--- config.mk ---
export PLATFORM = sky130hd
export DESIGN_NAME = mult_div_unit_flat
export DESIGN_NICKNAME = d
export VERILOG_FILES = /design/src/rtl/mult_div_unit_pkg.sv /design/src/rtl/mult_div_unit_if.sv /design/src/rtl/mult_div_unit.sv /design/src/flat_wrapper.sv
export SDC_FILE = /design/constraint.sdc
export NUM_CORES = 1
export LEC_CHECK = 0
export ABC_AREA = 1
export CORE_ASPECT_RATIO = 1.5
export CORE_MARGIN = 2
export CORE_UTILIZATION = 35
export DETAILED_ROUTE_END_ITERATION = 6
export GPL_ROUTABILITY_DRIVEN = 0
export SYNTH_ARGS = -nofsm -noshare
export SYNTH_HDL_FRONTEND = slang
export SYNTH_SLANG_ARGS = --single-unit
--- constraint.sdc ---
create_clock -name clk -period 5.1 [get_ports clk]
set_clock_uncertainty 0.15 [all_clocks]
set_input_delay 1.02 -clock clk [delete_from_list [all_inputs] [get_ports clk]]
set_output_delay 1.02 -clock clk [all_outputs]
set_load 0.02 [all_outputs]
--- src/rtl/mult_div_unit_pkg.sv ---
// Shared definitions for the multiply/divide unit: operand width, FSM state
// encoding and a two's-complement negate helper.
package mult_div_unit_pkg;

  localparam int unsigned DATA_W = 32;
  localparam int unsigned CNT_W  = $clog2(DATA_W);

  typedef enum logic [1:0] {
    IDLE = 2'b00,
    MULT = 2'b01,
    DIV  = 2'b10,
    DONE = 2'b11
  } md_state_t;

  function automatic logic [DATA_W-1:0] negate_w(input logic [DATA_W-1:0] x);
    return ~x + {{(DATA_W-1){1'b0}}, 1'b1};
  endfunction

endpackage

--- src/rtl/mult_div_unit_if.sv ---
// Request/result bundle between the control FSM (master) and the
// multiply/divide unit (slave).
interface mult_div_unit_if;
  import mult_div_unit_pkg::*;

  logic              start_mult;
  logic              start_div;
  logic [DATA_W-1:0] a;
  logic [DATA_W-1:0] b;
  logic              busy;
  logic              done;
  logic              div_zero;
  logic [DATA_W-1:0] hi_out;
  logic [DATA_W-1:0] lo_out;

  modport master (
    output start_mult, start_div, a, b,
    input  busy, done, div_zero, hi_out, lo_out
  );

  modport slave (
    input  start_mult, start_div, a, b,
    output busy, done, div_zero, hi_out, lo_out
  );

endinterface

--- src/rtl/mult_div_unit.sv ---
// Multicycle signed multiply (radix-2 Booth) and divide (restoring, on
// magnitudes with sign fix-up); both share the counter and working register.
module mult_div_unit
  import mult_div_unit_pkg::*;
(
  input  logic         clk,
  input  logic         reset,
  mult_div_unit_if.slave md
);

  md_state_t         state;
  logic [DATA_W:0]   acc;     // Booth accumulator / partial remainder
  logic [DATA_W:0]   m;       // sign-extended multiplicand / divisor magnitude
  logic [DATA_W-1:0] q;       // multiplier / dividend magnitude, becomes result
  logic              q_m1;
  logic [CNT_W-1:0]  count;
  logic              neg_q;
  logic              neg_r;

  logic [DATA_W:0]   booth_sum;
  logic [DATA_W:0]   booth_acc;
  logic [DATA_W-1:0] booth_q;
  logic [DATA_W:0]   div_shift;
  logic [DATA_W:0]   div_diff;
  logic [DATA_W:0]   div_acc;
  logic [DATA_W-1:0] div_q;

  always_comb begin
    booth_sum = acc;
    case ({q[0], q_m1})
      2'b01:   booth_sum = acc + m;
      2'b10:   booth_sum = acc - m;
      default: booth_sum = acc;
    endcase
    booth_acc = {booth_sum[DATA_W], booth_sum[DATA_W:1]};
    booth_q   = {booth_sum[0], q[DATA_W-1:1]};

    // Remainder stays below the divisor (<= 2^31), so bit DATA_W of the
    // difference is a reliable borrow flag.
    div_shift = {acc[DATA_W-1:0], q[DATA_W-1]};
    div_diff  = div_shift - m;
    if (div_diff[DATA_W]) begin
      div_acc = div_shift;
      div_q   = {q[DATA_W-2:0], 1'b0};
    end else begin
      div_acc = div_diff;
      div_q   = {q[DATA_W-2:0], 1'b1};
    end
  end

  always_ff @(posedge clk) begin
    if (reset) begin
      state       <= IDLE;
      acc         <= '0;
      m           <= '0;
      q           <= '0;
      q_m1        <= 1'b0;
      count       <= '0;
      neg_q       <= 1'b0;
      neg_r       <= 1'b0;
      md.busy     <= 1'b0;
      md.done     <= 1'b0;
      md.div_zero <= 1'b0;
      md.hi_out   <= '0;
      md.lo_out   <= '0;
    end else begin
      md.done     <= 1'b0;
      md.div_zero <= 1'b0;
      case (state)
        IDLE: begin
          if (md.start_mult) begin
            acc     <= '0;
            m       <= {md.a[DATA_W-1], md.a};
            q       <= md.b;
            q_m1    <= 1'b0;
            count   <= CNT_W'(DATA_W - 1);
            state   <= MULT;
            md.busy <= 1'b1;
          end else if (md.start_div) begin
            if (md.b != '0) begin
              acc     <= '0;
              m       <= {1'b0, md.b[DATA_W-1] ? negate_w(md.b) : md.b};
              q       <= md.a[DATA_W-1] ? negate_w(md.a) : md.a;
              neg_q   <= md.a[DATA_W-1] ^ md.b[DATA_W-1];
              neg_r   <= md.a[DATA_W-1];
              count   <= CNT_W'(DATA_W - 1);
              state   <= DIV;
              md.busy <= 1'b1;
            end else begin
              state       <= DONE;
              md.done     <= 1'b1;
              md.div_zero <= 1'b1;
            end
          end
        end
        MULT: begin
          acc  <= booth_acc;
          q    <= booth_q;
          q_m1 <= q[0];
          if (count == '0) begin
            md.hi_out <= booth_acc[DATA_W-1:0];
            md.lo_out <= booth_q;
            md.busy   <= 1'b0;
            md.done   <= 1'b1;
            state     <= DONE;
          end else begin
            count <= count - 1'b1;
          end
        end
        DIV: begin
          acc <= div_acc;
          q   <= div_q;
          if (count == '0) begin
            md.lo_out <= neg_q ? negate_w(div_q) : div_q;
            md.hi_out <= neg_r ? negate_w(div_acc[DATA_W-1:0]) : div_acc[DATA_W-1:0];
            md.busy   <= 1'b0;
            md.done   <= 1'b1;
            state     <= DONE;
          end else begin
            count <= count - 1'b1;
          end
        end
        DONE: state <= IDLE;
        default: state <= IDLE;
      endcase
    end
  end

endmodule

--- src/flat_wrapper.sv ---
// flat-port wrapper written by rule: the top's interface ports become plain ports
module mult_div_unit_flat import mult_div_unit_pkg::*;
  (clk, reset, md_start_mult, md_start_div, md_a, md_b, md_busy, md_done, md_div_zero, md_hi_out, md_lo_out);
  mult_div_unit_if md_i ();
  input  logic clk;
  input  logic reset;
  input wire logic [$bits(md_i.start_mult)-1:0] md_start_mult;
  input wire logic [$bits(md_i.start_div)-1:0] md_start_div;
  input wire logic [$bits(md_i.a)-1:0] md_a;
  input wire logic [$bits(md_i.b)-1:0] md_b;
  output wire logic [$bits(md_i.busy)-1:0] md_busy;
  output wire logic [$bits(md_i.done)-1:0] md_done;
  output wire logic [$bits(md_i.div_zero)-1:0] md_div_zero;
  output wire logic [$bits(md_i.hi_out)-1:0] md_hi_out;
  output wire logic [$bits(md_i.lo_out)-1:0] md_lo_out;
  assign md_i.start_mult = md_start_mult;
  assign md_i.start_div = md_start_div;
  assign md_i.a = md_a;
  assign md_i.b = md_b;
  assign md_busy = md_i.busy;
  assign md_done = md_i.done;
  assign md_div_zero = md_i.div_zero;
  assign md_hi_out = md_i.hi_out;
  assign md_lo_out = md_i.lo_out;
  mult_div_unit u_core (.clk(clk), .reset(reset), .md(md_i));
endmodule
==> results of run 1 <==
## timing repair
action	CTS	global route
endpoints found under the setup margin	0	18
buffers inserted	0	1
gates resized for setup	0	16
## cells by family after synthesis
| kind of cell | share of synthesized area [%] |
|---|---|
| compound gates | 22.6 |
| flops | 20.0 |
| simple gates | 35.0 |
| xor+xnor | 4.84 |
| fa+ha+maj | 5.65 |
| buf+inv | 11.9 |
## power groups by stage
stage               sequential [mW]  clock [mW]  combinational, mW
floorplan                      2.17           0               4.82
global placement               2.15           0               7.31
detailed placement             2.15           0               7.33
CTS                            2.12        1.41               7.36
global route                   2.17        1.46               8.28
finish                         2.14        1.40               7.53
## layout by cell type (no fill, tap or decap), types with 17 or more instances in the layout
cell type	instances
o21ai_0	264
nor4_1	20
nand4_1	41
nand2_1	816
nand3b_1	20
inv_1	395
ha_1	75
or2_2	22
clkbuf_16	17
dfxtp_1	173
buf_4	62
a31oi_1	37
nor3_1	35
nand2_2	22
nand3_1	167
nor2_1	229
o22ai_1	34
xnor2_1	23
o211ai_1	33
a211oi_1	17
xor2_1	74
a21oi_1	244
clkdlybuf4s50_1	132
## path summary, 6_finish.rpt
check                                                  startpoint                                 to  slack (ns)  cells after the start
worst max-delay path                  u_core.acc[16]$_SDFFE_PP0P_  u_core.md.lo_out[24]$_SDFFE_PP0P_        0.33                     25
worst max register to register        u_core.acc[16]$_SDFFE_PP0P_  u_core.md.lo_out[24]$_SDFFE_PP0P_        0.33                     25
worst min-delay path            u_core.md.hi_out[18]$_SDFFE_PP0P_  u_core.md.hi_out[18]$_SDFFE_PP0P_        0.32                      2
worst min register to register  u_core.md.hi_out[18]$_SDFFE_PP0P_  u_core.md.hi_out[18]$_SDFFE_PP0P_        0.32                      2
## flip-flops by register name (all words and copies together) (netlist names)
signal / count
u_core.count: 5
u_core.neg_r: 1
u_core.neg_q: 1
u_core.md.busy: 1
u_core.q: 32
u_core.m: 33
u_core.md.done: 1
u_core.acc: 33
u_core.md.lo_out: 32
u_core.q_m1: 1
u_core.md.div_zero: 1
u_core.state: 2
u_core.md.hi_out: 32
## final cells by class
| class | count | area [um2] |
|---|---|---|
| Fill cell | 5568 | 29200 |
| Clock inverter | 15 | 191 |
| Sequential cell | 175 | 3510 |
| Tap cell | 663 | 830 |
| Multi-Input combinational cell | 2303 | 12000 |
| Timing Repair Buffer | 195 | 1790 |
| Inverter | 412 | 1550 |
| Clock buffer | 17 | 425 |
| Antenna cell | 1 | 2.50 |
## critical path: cells and delay by family, from the launching register on
family,cells,cell delay (ns)
buf+inv,2,0.18
fa+ha+maj,2,0.61
compound gates,3,0.61
flops,1,0.61
simple gates,18,2.53
## through the flow
| step | instance area (um2) | hold slack, ns | power (mW) |
|---|---|---|---|
| 3_5_place_dp | 19600 | 0.307 | 9.47 |
| 6_report | 20300 | 0.316 | 11.1 |
| 3_3_place_gp | 19600 | 0.306 | 9.46 |
| 2_1_floorplan | 17500 | 0.308 | 6.99 |
| 5_1_grt | 20300 | 0.341 | 11.9 |
| 4_1_cts | 20200 | 0.319 | 10.9 |
## routing by layer
layer | vias to the layer above | wire length, um | part of all wire [%]
met4 | 0 | 7380 | 9.4
met3 | 262 | 3680 | 4.7
li1 | 10100 | - | -
met5 | - | 0 | 0
met1 | 9430 | 28600 | 37
met2 | 821 | 38500 | 49
==> reports/qor.txt, run 1 <==
clk_lat worst skew: 0.47 ns
H-tree Lvls: 4
smallest setup slack after layout: 0.333 ns
mapped cell area: 17500 um2
Seq pwr share: 19.3%
GRT Util Overall: 29.7%
ys async rst share: 0%
Starting Density: 35.4%
post-synth cell types: 57
top cells by count, synth: nand2_1, inv_1, o21ai_0, a21oi_1, nor2_1
fin crit share: 93.5%
worst-margin pin slew: 1.18 ns
met1 usage: 32.2%
Final Hold Viols: 0
io pins: 135
Arrival @ worst endpoint: 5.03 ns
area grow syn2layout: 15.8%
min cycle time layout: 4.77 ns
status: finished clean
CTS Hold Bufs: 0
Layout Utilization: 41.0%
Yosys reg bits: 175
die area: 52000 um2
Routed WL: 78.1 mm
largest net degree at the start of global routing: 74
Min-Delay Path Class: flip-flop to flip-flop
yosys warns: 0
Top FF cell, synth: dfxtp_1
GR Overflow Total: 0
Startpoint Class: flip-flop
drt drc: 0
met2 usage: 52.8%
clk slew on worst S/H paths: 0.08 ns
slew margin rel.: 20.6%
internal power: 4.76 mW
CTS tree: yes
final setup fails: 0
die width: 187 um
fmax: 210 MHz
Largest stage delay, worst path: 0.61 ns
Sw Pwr: 6.31 mW
CTS Buf Count: 17
Mapped Nets: 3167
ranking of synthesized cells by area: dfxtp_1, nand2_1, inv_1, o21ai_0, a21oi_1
DR iter-0 viols: 2105
Yosys top cell by area: dfxtp_1
Lkg Pwr: 9.31 nW
routed vias/inst: 5.46
Clock power frac: 12.7%
Nets: 3250
CTS Root Buffer Type: clkbuf_16
drt pass-1 iters: 7
layout cells sized above 1: 6.77%
critical setup path kind: flip-flop to flip-flop
Worst Path Max Fanout: 7
clk buf depth: 2
met3 Resource Use GR: 2.35%
number of global-route vias before repair: 19700
Detail Route Antenna Nets: 0
max-slew violation count: 0
Switching Share: 57.0%
Post-Route Setup TNS: 0 ns
clk sink count: 175
Crit path top cell by count: nand2_1
initial antenna violation count: 1
Power Density: 545 nW/um2
via count: 20600
EDFF count, synth: 0
Port Buffers: 134
first-pass GRT wire length: 117 mm
peak supply drop: 280 uV
Avg Inst Size Synth: 5.81 um2
RSZ-0062 raised after global routing: no
sequential share of the synthesized area: 20.0%
gr busiest metal: met2
Core Area: 49500 um2
DP HPWL: 60.0 mm
placed insts: 3747
Place WS: 0.397 ns
Non-Filler Instances: 3781
cell with the most instances after synthesis: nand2_1
WL/cell: 20.7 um
Gate power share: 68.1%
Synth top area share: 20.0%
Core Rows: 100
CP endpoint kind: flip-flop
Max Cap Viol: 0
Slowest cell on crit path: dfxtp_1
Critical Path RT: 5.36 ns
die height: 278 um
Gate Count Post-Synth: 3021
Note: power is estimated with default switching activity, not from simulation.
==> run 2: changes to the inputs <==
- CTS_BUF_LIST: not set -> sky130_fd_sc_hd__clkbuf_8
==> reports/qor.txt, run 2 (synthesis gave the netlist of run 1 again) <==
critical path depth: 26
fmax: 213 MHz
Top Registers: u_core.acc: 33 flops, u_core.m: 33 flops
Critical Path RT: 5.41 ns
slew margin rel.: 39.3%
Sw Pwr: 6.21 mW
Seq. cell area: 3510 um2
CTS Hold Bufs: 0
peak supply drop: 264 uV
clk slew on worst S/H paths: 0.11 ns
DP HPWL: 60.0 mm
Routed WL: 77.0 mm
Power Density: 531 nW/um2
critical setup path kind: flip-flop to flip-flop
commonest cells after routing, fill and taps aside: nand2_1, inv_1, o21ai_0, a21oi_1, nor2_1
CP endpoint kind: flip-flop
drt pass-1 iters: 7
via count: 20700
H-tree Lvls: 4
fin crit share: 92.0%
Nets: 3250
crit path launch: u_core.m[22]$_SDFFE_PP0P_
R2R Setup Slk: 0.41 ns
Clock power frac: 10.0%
Largest stage delay, worst path: 0.44 ns
io pins: 135
failing checks: design-rule violations
Design Power: 10.7 mW
Arrival @ worst endpoint: 5.01 ns
CP Buf/Inv Count: 5
min cycle time layout: 4.69 ns
Max Cap Viol: 0
die height: 278 um
Starting Density: 35.4%
area grow syn2layout: 14.6%
Lkg Pwr: 9.22 nW
clk_lat worst skew: 0.52 ns
drt drc: 2
Worst setup endpoint: u_core.md.lo_out[26]$_SDFFE_PP0P_
Core Area: 49500 um2
Core Rows: 100
status: finished, violations left
RSZ-0062 raised after global routing: yes
CTS Buf Count: 17
max-slew violation count: 0
die width: 187 um
R2R cell count: 26
CTS tree: yes
Reg-to-Reg Start: u_core.m[22]$_SDFFE_PP0P_
Seq pwr share: 20.0%
initial antenna violation count: 2
Min-Delay Path Class: flip-flop to flip-flop
area of the multi-input gates: 12000 um2
largest net degree at the start of global routing: 74
CTS Root Buffer Type: clkbuf_8
clk sink count: 175
final setup fails: 0
Gate power share: 70.0%
Detail Route Antenna Nets: 0
Slowest cell on crit path: dfxtp_1
Switching Share: 58.1%
GR Overflow Total: 0
delay-heaviest family, CP: simple AND/OR/NAND/NOR gates
first-pass GRT wire length: 116 mm
most common cell after layout, fill and taps aside: nand2_1
WL/cell: 20.4 um
internal power: 4.47 mW
GRT Util Overall: 29.3%
DR iter-0 viols: 1941
filler instances: 5610
clk buf depth: 2
Port Buffers: 134
reg2reg end: u_core.md.lo_out[26]$_SDFFE_PP0P_
die area: 52000 um2
Startpoint Class: flip-flop
number of global-route vias before repair: 19700
routed vias/inst: 5.46
Final Hold Viols: 0
Layout Utilization: 40.6%
layout cells sized above 1: 6.71%
worst-margin pin slew: 0.910 ns
Worst Path Max Fanout: 7
run 2: cell counts in the layout (fill, tap and decap cells not counted):
No cell type changed its count.
run 2: layout make-up:
type	count	share of cell area, %
clock inverters	15	0.952
clock buffers	17	1.16
diodes	1	0.0124
flip-flops and latches	175	17.4
multi-input cells	2303	59.7
inverters	412	7.69
well taps	663	4.13
repair buffers	195	8.91
run 2: metrics by stage:
| stage | instances | hold slack (ns) | setup slack, ns | cell area, um2 | TNS (ns) |
|---|---|---|---|---|---|
| CTS | 3779 | 0.324 | 0.397 | 20100 | 0 |
| global placement | 3747 | 0.306 | 0.537 | 19600 | 0 |
| detailed placement | 3747 | 0.307 | 0.397 | 19600 | 0 |
| floorplan | 3021 | 0.308 | 0.974 | 17500 | 0 |
| global route | 3781 | 0.346 | -0.0153 | 20100 | -0.0233 |
| finish | 3781 | 0.321 | 0.407 | 20100 | 0 |
run 2: how the worst min path moves through the flow:
| stage | endpoint | slack [ns] | cells after the start | start |
|---|---|---|---|---|
| CTS | u_core.md.hi_out[18]$_SDFFE_PP0P_ | 0.32 | 2 | u_core.md.hi_out[18]$_SDFFE_PP0P_ |
| finish | u_core.md.hi_out[18]$_SDFFE_PP0P_ | 0.32 | 2 | u_core.md.hi_out[18]$_SDFFE_PP0P_ |
| global route | u_core.md.hi_out[28]$_SDFFE_PP0P_ | 0.35 | 2 | u_core.md.hi_out[28]$_SDFFE_PP0P_ |
| detailed placement | u_core.md.hi_out[18]$_SDFFE_PP0P_ | 0.31 | 2 | u_core.md.hi_out[18]$_SDFFE_PP0P_ |
| global placement | u_core.md.hi_out[18]$_SDFFE_PP0P_ | 0.31 | 2 | u_core.md.hi_out[18]$_SDFFE_PP0P_ |
| floorplan | u_core.q[5]$_SDFFE_PP0P_ | 0.31 | 2 | u_core.q[5]$_SDFFE_PP0P_ |
run 2: what timing repair did:
item	4_1_cts	5_1_grt
setup endpoints to repair	0	19
buffers inserted	0	1
gates resized for setup	0	13
run 2: worst min-delay path, delay by kind of cell, from the launching register on:
family / cells / cell delay [ns]
flip-flops: 1 / 0.32
AND/OR/NAND/NOR: 1 / 0.06
AO/OA/AOI/OAI: 1 / 0.05
run 2: power groups by stage:
stage	clock [mW]	combinational (mW)	sequential [mW]
2_1_floorplan	0	4.82	2.17
3_3_place_gp	0	7.31	2.15
3_5_place_dp	0	7.33	2.15
4_1_cts	1.08	7.36	2.12
5_1_grt	1.12	8.24	2.17
6_report	1.07	7.48	2.13
run 2: metal layers:
metal	global-route usage (%)	vias to the layer above	wire [um]
met5	0	-	13
li1	-	10100	-
met3	3.82	300	4020
met4	28.1	2	8510
met1	30.2	9383	27300
met2	50.9	841	37200
